[config.mk]
export PLATFORM = sky130hd
export DESIGN_NAME = iq_filter_scheduler
export DESIGN_NICKNAME = d
export VERILOG_FILES = /design/src/rtl/iq_sched_pkg.sv /design/src/rtl/iq_filter_scheduler_tick.sv /design/src/rtl/iq_filter_scheduler.sv
export SDC_FILE = /design/constraint.sdc
export NUM_CORES = 1
export LEC_CHECK = 0
export CAP_MARGIN = 15
export CORE_MARGIN = 2
export CORE_UTILIZATION = 40
export CTS_CLUSTER_SIZE = 25
export DETAILED_ROUTE_END_ITERATION = 12
export GPL_ROUTABILITY_DRIVEN = 1
export PLACE_DENSITY_LB_ADDON = 0.2
export REMOVE_ABC_BUFFERS = 1
export SLEW_MARGIN = 20
export SYNTH_ARGS = -nofsm -noshare
export SYNTH_HDL_FRONTEND = slang
export SYNTH_SLANG_ARGS = --single-unit
[constraint.sdc]
create_clock -name clk -period 2.96 [get_ports clk]
set_clock_uncertainty 0.05 [all_clocks]
set_input_delay 0.592 -clock clk [delete_from_list [all_inputs] [get_ports clk]]
set_output_delay 0.592 -clock clk [all_outputs]
set_load 0.05 [all_outputs]
[src/rtl/iq_sched_pkg.sv]
`default_nettype none
// ============================================================================
//  Module   : iq_sched_pkg
//  Purpose  : Shared types and constants for the I/Q filter scheduler.
//             Holds the scheduler state type and the default sample width.
//  Revision : 1.0  initial release
// ============================================================================
package iq_sched_pkg;

    // Default sample width for filter input/output and I/Q data.
    localparam int DATA_W = 5;

    // Scheduler states. IDLE must stay at zero so that busy = (state != IDLE).
    typedef enum logic [2:0] {
        ST_IDLE   = 3'd0,
        ST_SEND_I = 3'd1,
        ST_WAIT_I = 3'd2,
        ST_SEND_Q = 3'd3,
        ST_WAIT_Q = 3'd4
    } sched_state_t;

endpackage
`default_nettype wire

[src/rtl/iq_filter_scheduler_tick.sv]
`default_nettype none
// ============================================================================
//  Module   : sample_tick_gen
//  Purpose  : Programmable sample-rate divider. Issues a one-cycle tick every
//             max(div_cfg,1) clock cycles while enable is high.
//  Ports    : clk, reset (async, active-high)
//             enable   - 1 = count and issue ticks; 0 = count held at zero
//             div_cfg  - tick period in clk cycles, 0 behaves like 1
//             tick     - one-cycle strobe, combinational from the count
//  Revision : 1.0  initial release
// ============================================================================
module sample_tick_gen #(
    parameter int DIV_W = 16
) (
    input  logic             clk,
    input  logic             reset,
    input  logic             enable,
    input  logic [DIV_W-1:0] div_cfg,
    output logic             tick
);

    logic [DIV_W-1:0] r_count;
    logic [DIV_W-1:0] w_period_m1;

    // Last count value of a period; div_cfg of 0 collapses to a period of 1.
    assign w_period_m1 = (div_cfg == '0) ? '0 : div_cfg - DIV_W'(1);

    assign tick = enable && (r_count == w_period_m1);

    // Using >= rather than == lets a shrunken div_cfg wrap the count to zero
    // silently when the count has already run past the new period.
    always_ff @(posedge clk or posedge reset) begin
        if (reset) begin
            r_count <= '0;
        end else if (!enable) begin
            r_count <= '0;
        end else if (r_count >= w_period_m1) begin
            r_count <= '0;
        end else begin
            r_count <= r_count + DIV_W'(1);
        end
    end

endmodule
`default_nettype wire

[src/rtl/iq_filter_scheduler.sv]
`default_nettype none
// ============================================================================
//  Module   : iq_filter_scheduler
//  Purpose  : Time-multiplexes one shared low-pass filter between the I and Q
//             channels. On each divider tick an I/Q pair is latched, I then Q
//             is pushed through the filter over a valid/ready handshake, and
//             the two results are published with a one-cycle out_valid.
//  Ports    : clk, reset (async, active-high)
//             enable, div_cfg        - sample-rate divider control
//             clr_flags              - clears sticky overrun/timeout
//             i_in, q_in             - samples from the mixer
//             filt_data_in/valid     - registered request to the filter
//             filt_ready             - filter accepts request
//             filt_data_out/done     - filter result strobe
//             i_out, q_out, out_valid- published pair
//             busy, overrun, timeout - status
//  Revision : 1.0  initial release
// ============================================================================
module iq_filter_scheduler #(
    parameter int DATA_W  = iq_sched_pkg::DATA_W,
    parameter int DIV_W   = 16,
    parameter int TIMEOUT = 255
) (
    input  logic              clk,
    input  logic              reset,
    input  logic              enable,
    input  logic [DIV_W-1:0]  div_cfg,
    input  logic              clr_flags,
    input  logic [DATA_W-1:0] i_in,
    input  logic [DATA_W-1:0] q_in,
    output logic [DATA_W-1:0] filt_data_in,
    output logic              filt_valid,
    input  logic              filt_ready,
    input  logic [DATA_W-1:0] filt_data_out,
    input  logic              filt_done,
    output logic [DATA_W-1:0] i_out,
    output logic [DATA_W-1:0] q_out,
    output logic              out_valid,
    output logic              busy,
    output logic              overrun,
    output logic              timeout
);

    import iq_sched_pkg::sched_state_t;
    import iq_sched_pkg::ST_IDLE;
    import iq_sched_pkg::ST_SEND_I;
    import iq_sched_pkg::ST_WAIT_I;
    import iq_sched_pkg::ST_SEND_Q;
    import iq_sched_pkg::ST_WAIT_Q;

    // Wait counter spans 0..TIMEOUT-1; the abort fires on the last value.
    localparam int                c_WAIT_W    = (TIMEOUT < 2) ? 1 : $clog2(TIMEOUT);
    localparam logic [c_WAIT_W-1:0] c_WAIT_LAST = c_WAIT_W'(TIMEOUT - 1);

    sched_state_t        r_state;
    logic [DATA_W-1:0]   r_q_lat;
    logic [DATA_W-1:0]   r_i_res;
    logic [c_WAIT_W-1:0] r_wait_cnt;

    logic w_tick;
    logic w_waiting;
    logic w_wait_expire;
    logic w_overrun_set;

    sample_tick_gen #(
        .DIV_W (DIV_W)
    ) u_tick_gen (
        .clk     (clk),
        .reset   (reset),
        .enable  (enable),
        .div_cfg (div_cfg),
        .tick    (w_tick)
    );

    assign busy      = (r_state != ST_IDLE);
    assign w_waiting = (r_state == ST_WAIT_I) || (r_state == ST_WAIT_Q);

    // A result arriving on the final allowed cycle still counts as on time.
    assign w_wait_expire = w_waiting && !filt_done && (r_wait_cnt == c_WAIT_LAST);

    assign w_overrun_set = w_tick && (r_state != ST_IDLE);

    always_ff @(posedge clk or posedge reset) begin
        if (reset) begin
            r_state      <= ST_IDLE;
            r_q_lat      <= '0;
            r_i_res      <= '0;
            r_wait_cnt   <= '0;
            filt_data_in <= '0;
            filt_valid   <= 1'b0;
            i_out        <= '0;
            q_out        <= '0;
            out_valid    <= 1'b0;
            overrun      <= 1'b0;
            timeout      <= 1'b0;
        end else begin
            out_valid <= 1'b0;

            // Sticky flags: a set in the same cycle as a clear takes priority.
            if (w_overrun_set) begin
                overrun <= 1'b1;
            end else if (clr_flags) begin
                overrun <= 1'b0;
            end

            if (w_wait_expire) begin
                timeout <= 1'b1;
            end else if (clr_flags) begin
                timeout <= 1'b0;
            end

            case (r_state)
                ST_IDLE: begin
                    if (w_tick) begin
                        // filt_data_in doubles as the I sample latch.
                        filt_data_in <= i_in;
                        r_q_lat      <= q_in;
                        filt_valid   <= 1'b1;
                        r_state      <= ST_SEND_I;
                    end
                end

                ST_SEND_I: begin
                    if (filt_ready) begin
                        filt_valid <= 1'b0;
                        r_wait_cnt <= '0;
                        r_state    <= ST_WAIT_I;
                    end
                end

                ST_WAIT_I: begin
                    if (filt_done) begin
                        r_i_res      <= filt_data_out;
                        filt_data_in <= r_q_lat;
                        filt_valid   <= 1'b1;
                        r_state      <= ST_SEND_Q;
                    end else if (w_wait_expire) begin
                        r_state <= ST_IDLE;
                    end else begin
                        r_wait_cnt <= r_wait_cnt + c_WAIT_W'(1);
                    end
                end

                ST_SEND_Q: begin
                    if (filt_ready) begin
                        filt_valid <= 1'b0;
                        r_wait_cnt <= '0;
                        r_state    <= ST_WAIT_Q;
                    end
                end

                ST_WAIT_Q: begin
                    if (filt_done) begin
                        i_out     <= r_i_res;
                        q_out     <= filt_data_out;
                        out_valid <= 1'b1;
                        r_state   <= ST_IDLE;
                    end else if (w_wait_expire) begin
                        r_state <= ST_IDLE;
                    end else begin
                        r_wait_cnt <= r_wait_cnt + c_WAIT_W'(1);
                    end
                end

                default: begin
                    filt_valid <= 1'b0;
                    r_state    <= ST_IDLE;
                end
            endcase
        end
    end

endmodule
`default_nettype wire

# After elaboration in Yosys (flattened, before gate mapping)
# Index checks and enable logic that the tools add are counted.
[word_totals] ff_bits=56 latchBits=0 mem_bits_rw=0 romBits=0 output_inout_bits=20 word_cells=78 memories=0
[op_classes] n_addsub=3 mul=0 div=0 n_lt_le_gt_ge=1 n_eq_ne=13 shifts=0 n_mux=26 n_bitwise=1 n_reduce_logical=22
[op_table] cell="$mux 16" count=3
[op_table] cell="$mux 8" count=3
[op_table] cell="$mux 3" count=6
[op_table] cell="$add 16x1->16 const B" count=1
[op_table] cell="$eq 16x16->1" count=1
[op_table] cell="$ge 16x16->1" count=1
[op_table] cell="$logic_not 16->1" count=1
[op_table] cell="$pmux 8 s2" count=1
[op_table] cell="$sub 16x1->16 const B" count=1
[op_table] cell="$pmux 3 s5" count=1
[op_table] cell="$ne 2x2->1 const B" count=6
[op_table] cell="$mux 5" count=2
[op_table] cell="$pmux 5 s2" count=1
[op_table] cell="$add 8x1->8 const B" count=1
[op_table] cell="$eq 8x8->1 const B" count=1
[op_table] cell="$mux 1" count=8
[op_table] cell="$reduce_and 4->1" count=2
[op_table] cell="$reduce_bool 2->1" count=4
[op_table] cell="$eq 3x2->1 const B" count=2
[op_table] cell="$reduce_and 2->1" count=3
[op_table] cell="$reduce_and 3->1" count=2
[op_table] cell="$logic_and 1x1->1" count=4
[op_table] cell="$pmux 1 s4" count=1
[op_table] cell="$reduce_or 2->1" count=2
[op_table] cell="other kinds (8)" count=8

# Logic depth before layout (Yosys ltp)
# Gate-level depths: netlist (run 1).
[depth] depth_word=7 mapped_depth=13

# Cells and area by module
# Synthesis (run 1) repeated with hierarchy kept, for this count alone.
[unflattened] cells_unflattened=330 hier_area_um2=3432.0
[modules_own_cells] mod="iq_filter_scheduler" n_inst=1 cells_per_inst=149 area_per_inst_um2=1811.7
[modules_own_cells] mod="sample_tick_gen" n_inst=1 cells_per_inst=181 area_per_inst_um2=1620.3

# Worst setup path before layout (run 1)
# OpenSTA, ideal clock, no wires.
[synth_path] path_kind="input port to flip-flop" startpoint="input div_cfg[5]" endpoint="register filt_data_in[0]" arrival_ns=3.033 t_required_ns=2.785 path_slack_ns=-0.247 cell_stages=11 path_buffers=0 path_cell_list="nor4_4 -> nand3_1 -> or3_1 -> xnor2_1 -> nand2_1 -> ha_1 -> nand4_1 -> nor3_2 -> nand3_1 -> o21ai_4 -> mux2_2"
[synth_via] elab_chain_len=6 elab_cells_between_ends=7
[synth_lines] item="start: declaration" line="iq_filter_scheduler.sv:27" text="input logic [DIV_W-1:0] div_cfg,"
[synth_lines] item="$sub 16x1->16 / $logic_not 16->1 (equally long branches)" line="iq_filter_scheduler_tick.sv:26" text="assign w_period_m1 = (div_cfg == '0) ? '0 : div_cfg - DIV_W'(1);"
[synth_lines] item="$mux 16 *" line="iq_filter_scheduler_tick.sv:26"
[synth_lines] item="$eq 16x16->1 *" line="iq_filter_scheduler_tick.sv:28" text="assign tick = enable && (r_count == w_period_m1);"
[synth_lines] item="$logic_and 1x1->1 *" line="iq_filter_scheduler_tick.sv:28"
[synth_lines] item="$ne 2x2->1 (no line) *"
[synth_lines] item="$reduce_and 3->1 (no line) *"
[synth_lines] item="end signal: assignment" line="iq_filter_scheduler.sv:116" text="filt_data_in <= i_in;"
[synth_lines] item="end signal: assignment" line="iq_filter_scheduler.sv:134" text="filt_data_in <= r_q_lat;"
[synth_lines] item="end: declaration" line="iq_filter_scheduler.sv:31" text="output logic [DATA_W-1:0] filt_data_in,"
# Every way passes the cells marked *; elsewhere a longest branch is shown, timed or not.
# A chain may end at the register's enable or synchronous reset.

# Final worst setup path (run 1)
[layout_path] startpoint="input div_cfg[4]" endpoint="register filt_data_in[4]"
# Same word-level chain as after synthesis.

==> impl_metrics.yaml, run 1 <==
synth:
  synthArstFlopShare_pct: 100
  syn_area_per_cell_um2: 10.3
  synthAdderAreaFrac_pct: 7.90
  synth_cell_type_count: 46
  muxShareOfSynthArea_pct: 10.8
  synth_ff_type: "dfrtp_1"
  syn-cell-area_um2: 3330
  synth_compound_area_share_pct: 7.15
  yosysSeqAreaShare_pct: 42.1
  ys_seq_elements: 56
  yosys_warnings: 0
  synth_top_family_by_area: "simple AND/OR/NAND/NOR gates"
  synthSimpleGateAreaFrac_pct: 21.0
  post_synth_xor_area_fraction_pct: 8.39
  synthCells: 322
  synth_edf_count: 0
flow_run:
  max_cap_viol_count: 0
setup_path:
  r2r-end: "filt_data_in[4]"
  critPathKind: "primary input to flip-flop"
  critPathSlowestCell: "mux2_4"
  worstReg2RegStart: "u_tick_gen.r_count[7]"
  r2r_cells: 6
  cp_data_arrival_time_ns: 3.21
  startpoint_type: "primary input"
  crit_chain: "buf_6 > nor4_4 > buf_4 > buf_6 > nand2_1 > buf_4 > xnor2_1 > nand2_1 > ha_4 > nand4_1 > nor3_4 > nand3_2 > o21ai_4 > mux2_4"
  critPathMaxStageDelay_ns: 0.33
  worst_setup_path_end_kind: "flip-flop"
  crit_required_ns: 3.10
  rrSetupSlack_ns: 0.80
  path_max_fanout: 6
sta:
  relSlewSlack_pct: 61.8
  finalCritPeriodShare_pct: 104
  tightestPinTransition_ns: 0.572
  setup_tns_ns: -0.722
  fmax_ghz: 0.326
  layout_min_cycle_time_ns: 3.07
  rsz0062_at_grt: "yes"
  drv_slew: 0
  setup_viol: 11
  finalHoldViolations: 0
  setup_slack_ns: -0.111
detailed_routing:
  routedWlPerCell_um: 14.3
  met3_length_um: 176
  wl_met2_mm: 3.83
  vias: 2773
  drt-pass1-iter-count: 4
  drc: 0
  wl_met1_mm: 3.66
  drt_wl_total_mm: 7.71
  viasPerCell: 5.14
  drt_iter0_drc: 81
  postRouteAntennaNets: 0
  top_layer_used: "met4"
pwr:
  p_seq_share_pct: 36.8
  swShare_pct: 38.3
  leakagePower_nw: 2.14
  p_int_mw: 1.77
  vdd_ir_drop_max_mv: 0.507
  switchingPower_mw: 1.10
  p_total_mw: 2.88
  comb_power_share_pct: 44.3
  clock_power_share_pct: 18.9
  power.density_nw_per_um2: 578
finish:
  final_cell_mix: "dfrtp_1, buf_4, clkdlybuf4s50_1"
  area_growth_pct: 49.7
  antenna_cells: 0
  final-seq-area_um2: 1400
  final_common_cell: "dfrtp_1"
  multiInputGateArea_um2: 2250
  fillers: 655
  nNetsFinal: 491
  drive_gt1_share_pct: 38.7
hold_path:
  min_from: "filt_valid"
  hold_class: "flip-flop to flip-flop"
  min_to: "filt_valid"
  min_path_cells: 1
clock_network:
  clock_sinks: 56
  cts_made_buffers: 5
  clock_latency_ns: 0.31
  cts_buffer_depth: 2
  clk_pin_slew_ns: 0.09
  h-tree-depth: 2
  clk_root_buffer_cell: "clkbuf_8"
  cts_tree: "built"
global_routing:
  grtUsageTotal_pct: 18.5
  antenna_found_initial: 0
  grt_pass1_vias: 2864
  grt_max_degree: 28
  grt-ovfl-total: 0
  grt_pass1_wl_mm: 13.3
place:
  pre_cts_ws_ns: -0.897
  hpwlAfterDp_mm: 5.70
  place_congestion: 0.835
  io_buffers: 56
status:
  violations: "setup timing"
  status: "complete, but fails checks"
die:
  fp.dieH_um: 95.2
  fp.dieArea_um2: 9060
  num_rows: 33
  initial_core_util_pct: 40.9
  pin_count: 57
  coreArea_um2: 8130
  die_w_um: 95.2
## routing by layer
layer  vias to the layer above  track usage, %
met3                         5            3.40
li1                       1360               -
met1                      1381            25.8
met4                         0            3.74
met2                        27            30.0
met5                         -               0
## cell usage after synthesis, types with 3 or more instances
| master | n | area share, % |
|---|---|---|
| inv_1 | 14 | 1.6 |
| dfrtp_1 | 56 | 42 |
| xor2_1 | 13 | 3.4 |
| nand2_1 | 32 | 3.6 |
| nor2b_1 | 3 | 0.56 |
| nor3_2 | 4 | 1.2 |
| o21ai_0 | 7 | 1.1 |
| nor3b_1 | 3 | 0.68 |
| nor3_1 | 9 | 1.4 |
| mux2_2 | 31 | 10 |
| ha_1 | 21 | 7.9 |
| buf_2 | 3 | 0.45 |
| a21oi_1 | 8 | 1.2 |
| nand3_1 | 14 | 2.1 |
| nand4_1 | 11 | 2.1 |
| a31oi_1 | 6 | 1.1 |
| nor2_1 | 34 | 3.8 |
| xnor2_1 | 17 | 4.5 |
## flip-flops by register name, indices dropped and copies added, names as in the netlist
register and cells:
u_tick_gen.r_count 16, r_wait_cnt 8, filt_data_in 5, i_out 5
q_out 5, r_i_res 5, r_q_lat 5, r_state 3
filt_valid 1, out_valid 1, overrun 1, timeout 1
## power groups by stage
stage | Sequential (mW) | Combinational, mW | Clock [mW]
final | 1.06 | 1.28 | 0.543
after detailed placement | 1.07 | 1.21 | 0
after CTS | 1.06 | 1.27 | 0.555
after global routing | 1.08 | 1.37 | 0.592
after floorplan | 1.37 | 0.477 | 0
after global placement | 1.06 | 1.19 | 0
## cells by family (layout without fill, tap and decap cells)
kind of cell	Yosys count	in the layout
DFF	56	56
and+or+nand+nor	129	129
adders and majority gates	21	21
AOI/OAI and AO/OA	33	33
xor gates and xnor gates	31	31
muxes	32	32
buffers and inverters	20	132
## worst max-delay path: cells and delay by family
family,cells,cell delay [ns]
AO/OA/AOI/OAI,1,0.31
adder cells (fa/ha/maj),1,0.28
multiplexers,1,0.33
XOR/XNOR,1,0.16
buffers and inverters,4,0.53
AND/OR/NAND/NOR,6,1.02
## worst max path at each step
stage | startpoint | endpoint | slack (ns) | cells after the start
floorplan | div_cfg[5] | filt_data_in[0] | -0.29 | 10
global placement | div_cfg[5] | filt_data_in[0] | -0.80 | 12
detailed placement | div_cfg[5] | filt_data_in[3] | -0.90 | 12
CTS | div_cfg[2] | filt_data_in[4] | -0.13 | 13
global route | div_cfg[4] | filt_data_in[4] | -0.25 | 14
finish | div_cfg[4] | filt_data_in[4] | -0.11 | 14
## final cells by class
cell class	instances	area share [%]
clock buffers	7	1.93
clock inverters	1	0.603
inverters	14	1.06
multi-input cells	246	45.3
flip-flops and latches	56	28.1
well taps	105	2.64
repair buffers	110	20.4
## through the flow
stage	utilization, %	cell area, um2	hold slack, ns	std cells
2_1_floorplan	-	3290	0.401	316
3_3_place_gp	53.2	4330	0.418	521
3_5_place_dp	53.2	4330	0.436	521
4_1_cts	58.4	4750	0.457	538
5_1_grt	61.2	4980	0.475	539
6_report	61.2	4980	0.453	539
## timing repair
item	in CTS	in global routing
pin swaps	23	37
buffers inserted	8	1
gates cloned	1	0
gates resized for setup	81	46
hold buffers	0	0
endpoints found under the hold margin	0	0
endpoints found under the setup margin	29	28
Power figures use the tool's default switching activity.
==> run 2, diff against run 1 <==
--- a/config.mk
+++ b/config.mk
@@ -10,10 +10,10 @@
 export CORE_UTILIZATION = 40
 export CTS_CLUSTER_SIZE = 25
 export DETAILED_ROUTE_END_ITERATION = 12
-export GPL_ROUTABILITY_DRIVEN = 1
+export GPL_ROUTABILITY_DRIVEN = 0
 export PLACE_DENSITY_LB_ADDON = 0.2
 export REMOVE_ABC_BUFFERS = 1
-export SLEW_MARGIN = 20
+export SLEW_MARGIN = 15
 export SYNTH_ARGS = -nofsm -noshare
 export SYNTH_HDL_FRONTEND = slang
 export SYNTH_SLANG_ARGS = --single-unit
==> results of run 2 <==
Final layout, timing and power as in run 1 (identical DEF).
==> run 3, diff against run 2 <==
--- a/config.mk
+++ b/config.mk
@@ -6,9 +6,7 @@
 export NUM_CORES = 1
 export LEC_CHECK = 0
 export CAP_MARGIN = 15
-export CORE_MARGIN = 2
 export CORE_UTILIZATION = 40
-export CTS_CLUSTER_SIZE = 25
 export DETAILED_ROUTE_END_ITERATION = 12
 export GPL_ROUTABILITY_DRIVEN = 0
 export PLACE_DENSITY_LB_ADDON = 0.2
==> run 3 against run 2 <==
Effect of this change: the flow still finishes with violations (setup timing); critical path depth is 3 higher; sequential share of layout area up 1.1 points; sequential cell count is the same; clock power fell by 7.0%; first-iteration DRC count is 9.9% higher; die area decreased by 4.2%; non-clock buffer count stayed put; final cell count shrank 0.56%; critical endpoint is now r_q_lat[2]; largest cell class unchanged; largest power group unchanged.
==> impl_metrics.yaml, run 3 (synthesized netlist as in run 1, its figures left out) <==
die:
  fp.dieH_um: 93.2
  pin_count: 57
  initial_core_util_pct: 42.2
  fp.dieArea_um2: 8680
  coreArea_um2: 7890
  die_w_um: 93.2
  num_rows: 32
detailed_routing:
  drt_iter0_drc: 89
  viasPerCell: 5.06
  drc: 0
  routedWlPerCell_um: 13.8
  drt-pass1-iter-count: 4
  drt_wl_total_mm: 7.41
  vias: 2710
  postRouteAntennaNets: 0
status:
  violations: "setup timing"
  status: "complete, but fails checks"
clock_network:
  cts_buffer_depth: 2
  clock_latency_ns: 0.30
  clk_root_buffer_cell: "clkbuf_8"
  cts_hold_buf: 0
  clock_sinks: 56
  cts_made_buffers: 5
  cts_tree: "built"
  clk_pin_slew_ns: 0.10
  h-tree-depth: 2
setup_path:
  path_max_fanout: 5
  crit_buf_inv: 9
  crit_chain: "buf_8 > nor4_4 > buf_4 > buf_6 > buf_6 > buf_6 > nand4_1 > buf_4 > nor3b_2 > a21oi_1 > ha_1 > nand4_4 > buf_4 > buf_6 > nor4_4 > buf_6 > mux2_4"
  crit_required_ns: 3.10
  critPathMaxStageDelay_ns: 0.30
  critPathSlowestCell: "mux2_4"
  worst_setup_path_end_kind: "flip-flop"
  critPathKind: "primary input to flip-flop"
  startpoint_type: "primary input"
  crit_family: "buffers and inverters"
  cp_data_arrival_time_ns: 3.30
  path_common_cell: "buf_6"
finish:
  regMostFlops: "u_tick_gen.r_count"
  final-seq-area_um2: 1400
  antenna_cells: 0
  fillers: 663
  fin_cells: 536
  area_growth_pct: 44.0
  multiInputGateArea_um2: 2070
  reg.largest.list: "u_tick_gen.r_count: 16 flops, r_wait_cnt: 8 flops"
  drive_gt1_share_pct: 35.3
  largest_register_ffs: 16
  final_cell_area_um2: 4790
  final_common_cell: "dfrtp_1"
  nNetsFinal: 491
  post-route-util_pct: 60.7
  final_cell_mix: "dfrtp_1, clkdlybuf4s50_1, buf_4"
pwr:
  p_seq_share_pct: 36.9
  leakagePower_nw: 2.14
  comb_power_share_pct: 45.3
  swShare_pct: 38.8
  clock_power_share_pct: 17.8
  power.density_nw_per_um2: 592
  p_int_mw: 1.74
  p_total_mw: 2.83
  vdd_ir_drop_max_mv: 0.525
  switchingPower_mw: 1.10
global_routing:
  grtUsageTotal_pct: 18.3
  grt_max_degree: 31
  grt_pass1_vias: 2775
  grt_pass1_wl_mm: 12.8
  grt-ovfl-total: 0
  antenna_found_initial: 0
flow_run:
  max_cap_viol_count: 0
place:
  pre_cts_ws_ns: -0.855
  dpl.cell_count: 516
  io_buffers: 56
  hpwlAfterDp_mm: 5.56
  placed_area_um2: 4310
sta:
  setup_viol: 28
  relSlewSlack_pct: 60.0
  setup_slack_ns: -0.191
  finalHoldViolations: 0
  layout_min_cycle_time_ns: 3.15
  drv_slew: 0
  fmax_ghz: 0.317
  tightestPinTransition_ns: 0.600
  finalCritPeriodShare_pct: 106
  rsz0062_at_grt: "yes"
hold_path:
  hold_class: "flip-flop to flip-flop"
-- run 3: worst paths after layout --
path	startpoint	end	slack [ns]	cells past startpoint
setup / recovery	div_cfg[4]	r_q_lat[2]	-0.19	17
hold reg to reg	r_wait_cnt[6]	r_wait_cnt[6]	0.45	1
hold / removal	r_wait_cnt[6]	r_wait_cnt[6]	0.45	1
max in group asynchronous	reset	filt_data_in[1]	1.68	3
setup reg to reg	u_tick_gen.r_count[6]	filt_data_in[2]	0.80	6
min in group asynchronous	reset	u_tick_gen.r_count[4]	0.62	2
-- run 3: timing repair --
action	in CTS	in global routing
pin swaps	36	12
buffers inserted	8	3
cloned	1	0
hold endpoints to repair	0	0
setup endpoints to repair	29	28
gates resized for setup	77	21
-- run 3: power groups by stage --
stage | clock (mW) | sequential, mW | combinational (mW)
finish | 0.505 | 1.05 | 1.28
global route | 0.556 | 1.07 | 1.37
CTS | 0.520 | 1.05 | 1.28
detailed placement | 0 | 1.06 | 1.22
global placement | 0 | 1.05 | 1.20
floorplan | 0 | 1.37 | 0.477
-- run 3: worst register-to-register path, stage by stage, from the launching register on --
cell	delay (ns)
dfrtp_1	0.47
ha_1	0.33
nand4_1	0.19
nor3_4	0.25
nand3_2	0.13
o21ai_4	0.30
mux2_4	0.33
-- run 3: final cells by class --
type / instances / area share [%]
Sequential cell: 56 / 29.3
Inverter: 14 / 1.10
Timing Repair Buffer: 110 / 21.3
Clock inverter: 3 / 0.993
Multi-Input combinational cell: 246 / 43.2
Clock buffer: 5 / 1.44
Tap cell: 102 / 2.67
-- run 3: per-stage QoR --
| stage | hold slack [ns] | TNS, ns |
|---|---|---|
| after floorplan | 0.401 | -5.80 |
| after global placement | 0.431 | -18.59 |
| after detailed placement | 0.435 | -21.15 |
| after CTS | 0.449 | -0.757 |
| after global routing | 0.470 | -7.47 |
| final | 0.448 | -3.78 |
-- run 3: metal layers --
metal | track usage, % | vias to the layer above | share of wire [%]
met2 | 31.3 | 31 | 49
li1 | - | 1359 | -
met1 | 24.8 | 1318 | 47
met3 | 3.58 | 2 | 3.2
met5 | 0 | - | 0
met4 | 2.31 | 0 | 0.31
